[config.mk]
export PLATFORM = sky130hd
export DESIGN_NAME = shift_row_stage
export DESIGN_NICKNAME = d
export VERILOG_FILES = /design/src/rtl/shift_row_stage.sv
export SDC_FILE = /design/constraint.sdc
export NUM_CORES = 1
export LEC_CHECK = 0
export ABC_CLOCK_PERIOD_IN_PS = 1860
export CAP_MARGIN = 20
export CORE_MARGIN = 4
export CORE_UTILIZATION = 45
export DETAILED_ROUTE_END_ITERATION = 7
export PLACE_DENSITY_LB_ADDON = 0.15
export SYNTH_ARGS = -nofsm -noshare
export SYNTH_HDL_FRONTEND = slang
export SYNTH_SLANG_ARGS = --single-unit
[constraint.sdc]
create_clock -name clk -period 1.86 [get_ports clk]
set_input_delay 0.186 -clock clk [delete_from_list [all_inputs] [get_ports clk]]
set_output_delay 0.186 -clock clk [all_outputs]
set_load 0.05 [all_outputs]
[src/rtl/shift_row_stage.sv]
// shift_row_stage: AES ShiftRows / InvShiftRows pipeline stage with a
// two-entry output FIFO and a delivered-block counter.
//
// Ports:
//   clk                 single clock, rising edge
//   rst                 asynchronous active-low reset
//   shiftRow_valid_in   upstream block valid
//   shiftRow_data_in    128-bit state from the previous stage
//   shiftRow_inv_in     1 = InvShiftRows, 0 = ShiftRows (sampled with data)
//   shiftRow_ready_out  stage can accept a block this cycle
//   shiftRow_flush_in   synchronous discard of every buffered block
//   shiftRow_data_out   shifted state at the FIFO head
//   shiftRow_valid_out  shiftRow_data_out holds a valid block
//   shiftRow_ready_in   downstream accepts the head block
//   shiftRow_count_out  blocks delivered downstream, wrapping 16-bit count
module shift_row_stage #(
  parameter int DATA_WIDTH = 128,
  parameter int FIFO_DEPTH = 2
) (
  input  logic                  clk,
  input  logic                  rst,
  input  logic                  shiftRow_valid_in,
  input  logic [DATA_WIDTH-1:0] shiftRow_data_in,
  input  logic                  shiftRow_inv_in,
  output logic                  shiftRow_ready_out,
  input  logic                  shiftRow_flush_in,
  output logic [DATA_WIDTH-1:0] shiftRow_data_out,
  output logic                  shiftRow_valid_out,
  input  logic                  shiftRow_ready_in,
  output logic [15:0]           shiftRow_count_out
);

  logic [DATA_WIDTH-1:0] fwd;
  logic [DATA_WIDTH-1:0] inv;
  logic [DATA_WIDTH-1:0] shifted;

  logic [DATA_WIDTH-1:0] mem [FIFO_DEPTH];
  logic                  wr_ptr;
  logic                  rd_ptr;
  logic [1:0]            occ;
  logic [15:0]           count;

  logic push;
  logic pop;

  // Byte k sits at data[127-8k -: 8]; state cell s[r][c] is byte r+4c.
  // Every byte move is a constant wire, so the permutation costs no logic.
  for (genvar r = 0; r < 4; r++) begin : g_row
    for (genvar c = 0; c < 4; c++) begin : g_col
      assign fwd[DATA_WIDTH-1-8*(r+4*c) -: 8] =
        shiftRow_data_in[DATA_WIDTH-1-8*(r+4*((c+r)%4)) -: 8];
      assign inv[DATA_WIDTH-1-8*(r+4*c) -: 8] =
        shiftRow_data_in[DATA_WIDTH-1-8*(r+4*((c-r+4)%4)) -: 8];
    end
  end

  assign shifted = shiftRow_inv_in ? inv : fwd;

  // Handshake flags come from registered occupancy only.
  assign shiftRow_ready_out = (occ < 2'(FIFO_DEPTH));
  assign shiftRow_valid_out = (occ != 2'd0);
  assign shiftRow_data_out  = mem[rd_ptr];
  assign shiftRow_count_out = count;

  assign push = shiftRow_valid_in & shiftRow_ready_out & ~shiftRow_flush_in;
  assign pop  = shiftRow_valid_out & shiftRow_ready_in & ~shiftRow_flush_in;

  always_ff @(posedge clk or negedge rst) begin
    if (!rst) begin
      for (int unsigned i = 0; i < FIFO_DEPTH; i++) begin
        mem[i] <= '0;
      end
      wr_ptr <= 1'b0;
      rd_ptr <= 1'b0;
      occ    <= '0;
      count  <= '0;
    end else if (shiftRow_flush_in) begin
      wr_ptr <= 1'b0;
      rd_ptr <= 1'b0;
      occ    <= '0;
    end else begin
      if (push) begin
        mem[wr_ptr] <= shifted;
        wr_ptr      <= ~wr_ptr;
      end
      if (pop) begin
        rd_ptr <= ~rd_ptr;
        count  <= count + 16'd1;
      end
      case ({push, pop})
        2'b10:   occ <= occ + 2'd1;
        2'b01:   occ <= occ - 2'd1;
        default: occ <= occ;
      endcase
    end
  end

endmodule

# ---- Word-level counts from Yosys, hierarchy flattened
# Cells that the tools add are included.
# Widths: inputs -> output; s select.
dict set report totals {
  wordCells 44
  ff_bits 276
  out_inout_bits 146
}
dict set report op_classes {
  order_cmp 4
  n_eq_ne 2
  muxes 13
  add_sub_neg 3
  n_bitwise 9
  n_reduce_logical 7
}
# operator n
set ops {}
lappend ops {{$mux 128} 4}
lappend ops {{$bwmux 256} 1}
lappend ops {{$demux 128 s1} 1}
lappend ops {{$mux 120} 1}
lappend ops {{$add 16x1->16 const B} 1}
lappend ops {{$reduce_bool 2->1} 3}
lappend ops {{$and 1x1->1} 4}
lappend ops {{$ge 2x2->1 const B} 2}
lappend ops {{$mux 1} 4}
lappend ops {{$not 1->2} 2}
lappend ops {{$pmux 2 s2} 1}
lappend ops {{$reduce_and 2->1} 2}
lappend ops {{$not 1->1} 3}
lappend ops {{$reduce_bool 3->1} 1}
lappend ops {{$add 2x1->2 const B} 1}
lappend ops {{$eq 2x1->1 const B} 1}
lappend ops {{$eq 2x2->1 const B} 1}
lappend ops {{$lt 2x1->1 const B} 1}
lappend ops {{$lt 2x2->1 const B} 1}
lappend ops {{$mux 2} 1}
lappend ops {{$sub 2x1->2 const B} 1}
lappend ops {{$logic_and 1x1->1} 1}

# ---- Depth between registers and ports, before layout
dict set report logic_depth {
  ltp_word 6
  ltp_mapped 6
}

# ---- Least setup slack after synthesis
# Ideal clock, no wire load.
dict set report synth_path {
  path_type {reg-to-reg}
  from {reg count[0] (netlist: shiftRow_count_out[0])}
  to {reg count[12] (netlist: shiftRow_count_out[12])}
  period_less_slack_ns 1.984
  stages_incl_launch_ff 6
  path_buffers 0
  setup_time_ns 0.142
  arrival_time_ns 1.842
  path_slack_ns -0.124
  path_cell_list {dfrtp_1 -> ha_1 -> nand3_1 -> nor4_1 -> nand4_1 -> xnor2_1}
}
dict set report synth_via {
  elab_chain_len 1
}
# item line_no
set synth_rtl {}
lappend synth_rtl {{from (decl)} 41} ;# logic [15:0] count;
lappend synth_rtl {{from (signal assigned)} 88} ;# count <= count + 16'd1;
lappend synth_rtl {{$add 16x1->16} 88}
# Every way passes these cells.
# A chain may end at the register's enable or synchronous reset.

# ---- Worst setup path in the final report
dict set report layout_path {
  from {reg rd_ptr}
  to {out shiftRow_data_out[2]}
}
dict set report layout_via {
  elab_chain_len 4
}
# item line_no
set layout_rtl {}
lappend layout_rtl {{from (decl)} 39} ;# logic rd_ptr;
lappend layout_rtl {{from (signal assigned)} 87} ;# rd_ptr <= ~rd_ptr;
lappend layout_rtl {{$not 1->2 (not written as such)} 62} ;# assign shiftRow_data_out = mem[rd_ptr];
lappend layout_rtl {{$mux 128 (not written as such) (3 in series)} 62}
lappend layout_rtl {{to (decl)} 27} ;# output logic [DATA_WIDTH-1:0] shiftRow_data_out,
# Every way passes these cells. The select of a mux whose other input is x is not followed.

==> flow_summary.ini <==
[yosys]
syn_avg_cell_area_um2 = 12.5
ys_warn_count = 0
synth_cell_types = 30
syn_nets = 1117
yosysTopAreaCellShare = 0.561
ys_top_cells_by_area = dfrtp_1, mux2_2, a21oi_1
synth_seq_cells = 276
synth_area_um2 = 12300
ys_seq_area_frac = 0.561
yosysTopAreaCell = dfrtp_1
synthCells = 982

[global_routing]
track_usage = 0.196
grt-ovfl-total = 0
grt_start_max_net_pins = 56
grt_pass1_wl_mm = 48.8
antenna_found_initial = 0
grt_pass1_vias = 9102

[floorplan]
start_util = 0.457
die_h_um = 173
chipWidth_um = 173
dieArea_um2 = 30100
core_area_um2 = 27000
rows = 60
ios = 280

[finish]
antennaDiodeCount = 0
drive_gt1_frac = 0.394
multiInputGateArea_um2 = 5120
fin_nets = 1442
seq_area_um2 = 6910
final_util = 0.641
design_area_um2 = 17300
area_delta_synth_final_pct = 40.5
n_fill_cell = 2117

[critical_path]
critical_path_arrival_ns = 1.88
path_max_fanout = 8
endpoint_kind = output port
start_kind = flop
critPathKind = flop to output port
worstPathRequired_ns = 1.67

[placed_design]
place_congestion = 0.765
dp.final_hpwl_mm = 20.7
dpl_worst_slack_ns = -0.158
dpl_cell_area_um2 = 15700
numPortBuffers = 279

[clocking]
cts_sinks = 276
cts_buffers = 30
clk_pin_slew_ns = 0.06
cts_tree = yes
clk_latency_ns = 0.54
h-tree-depth = 1
clk_path_buf_depth = 3
cts_root_buffer = clkbuf_16

[detailed_routing]
drtPass1Iterations = 5
first_iter_violations = 343
num_vias = 8574
drc = 0
routed_via_density = 5.14
wl_per_cell_um = 18.3
ant_nets = 0
routed_wirelength_mm = 30.5

[outcome]
violations = setup timing
outcome = finished, violations left

[timing]
fin_crit_ns = 2.07
finalSetupViolCount = 128
rsz0062_at_grt = yes
fmax_mhz = 483
final_max_slew_viol_count = 0
hold_slack_ns = 0.173
layout_setup_ws_ns = -0.210
fin_worst_skew_ns = 0.0138
slew_headroom = 0.670
fin_crit_sh = 1.11
finalHoldViolations = 0
worstMarginPinSlew_ns = 0.498

[hold_path]
hold_class = input port to async pin

[flow_run]
cap_violations = 0

[power]
ir_worst_vdd_mv = 0.871
power.density_nw_per_um2 = 1310
leakage_nw = 7.53
-- what timing repair did --
action	4_1_cts	5_1_grt
cloned	4	3
endpoints found under the hold margin	128	0
setup endpoints to repair	144	129
setup buffers	4	2
gates resized for setup	125	7
hold buffers	1	0
-- worst paths after layout --
| check | startpoint | endpoint | slack, ns | depth (start not counted) |
|---|---|---|---|---|
| worst max-delay path | rd_ptr | shiftRow_data_out[2] | -0.21 | 4 |
| min in group clk | shiftRow_data_in[125] | mem[125] | 0.28 | 2 |
| worst min-delay path | rst | mem[232] | 0.17 | 2 |
| max in group asynchronous | rst | mem[155] | 1.01 | 3 |
| worst min register to register | shiftRow_count_out[15] | shiftRow_count_out[15] | 0.48 | 1 |
| worst max register to register | occ[1] | mem[24] | 0.11 | 5 |
-- cell usage in the layout, fill, tap and decap left out, types with 3 or more instances in the layout --
cell	instances
clkbuf_16	34
buf_12	20
clkbuf_8	7
xnor2_1	7
dfrtp_1	274
clkdlybuf4s50_1	131
mux2_4	5
clkbuf_1	5
inv_1	3
buf_4	78
clkinv_2	6
nand3_1	5
nand2_1	5
buf_16	6
xor2_1	11
dlygate4sd2_1	16
mux2i_1	64
a21oi_1	130
nand4_1	5
nor2_1	134
buf_6	97
buf_8	5
mux2_2	252
-- per-layer routing --
metal,track usage,routed length (um),vias up
met5,0,0,-
met4,0.0452,510,0
met3,0.0421,1840,37
met2,0.317,14300,217
met1,0.272,13900,4216
li1,-,-,4104
-- flip-flops by register name, summed over array words and instances (netlist names) --
| name | cells |
|---|---|
| mem | 256 |
| occ | 2 |
| wr_ptr | 1 |
| rd_ptr | 1 |
| shiftRow_count_out | 16 |
-- cells in the mapped netlist --
cell,count
mux2i_1,64
nand2_1,5
buf_1,6
nor3_2,3
or4_4,1
nor4_1,2
nand2b_1,1
xor2_1,11
a211oi_1,1
a21oi_1,130
o21ai_0,1
buf_4,6
mux2_2,257
dfrtp_1,276
nand4_1,5
or2_2,2
o21ai_2,1
ha_1,1
xnor2_1,7
and3_1,1
clkbuf_1,19
and4_1,1
nand3_1,5
nor3b_2,1
inv_1,3
nor2_1,134
nor3_1,2
nor3b_1,1
buf_2,33
and2_1,2
-- cells by family (layout without fill, tap and decap cells) --
| family | after synthesis | count (layout) | synth area share |
|---|---|---|---|
| simple gates | 166 | 166 | 0.0575 |
| flops | 276 | 276 | 0.561 |
| buf+inv | 67 | 411 | 0.0256 |
| fa+ha+maj | 1 | 1 | 0.00102 |
| compound gates | 133 | 133 | 0.0546 |
| mux | 321 | 321 | 0.287 |
| xor+xnor | 18 | 18 | 0.0128 |
-- where the power goes --
group          internal, mW  total [mW]  switching [mW]
sequential             7.61        8.42           0.814
combinational          3.59        8.42            4.84
clock                  3.43        5.76            2.33
total                  14.6        22.6            7.98
-- per-stage QoR --
| stage | cells | TNS [ns] | power [mW] |
|---|---|---|---|
| 6_report | 1667 | -21.46 | 22.6 |
| 5_1_grt | 1667 | -29.37 | 23.7 |
| 4_1_cts | 1662 | -25.47 | 22.8 |
| 3_5_place_dp | 1602 | -13.81 | 16.4 |
| 3_3_place_gp | 1602 | -12.56 | 16.2 |
| 2_1_floorplan | 982 | 0 | 13.9 |
-- cell type report --
class,instances,share of cell area
flip-flops and latches,276,0.400
multi-input cells,639,0.296
repair buffers,357,0.223
clock buffers,43,0.0515
well taps,341,0.0247
clock inverters,8,0.00398
inverters,3,0.000651
-- worst max-delay path, cell delays in order (launching register included) --
cell       delay, ns
dfrtp_4         0.51
buf_12          0.17
clkbuf_16       0.18
mux2_4          0.32
buf_6           0.16
No activity file was read; power rests on OpenSTA's default activity.
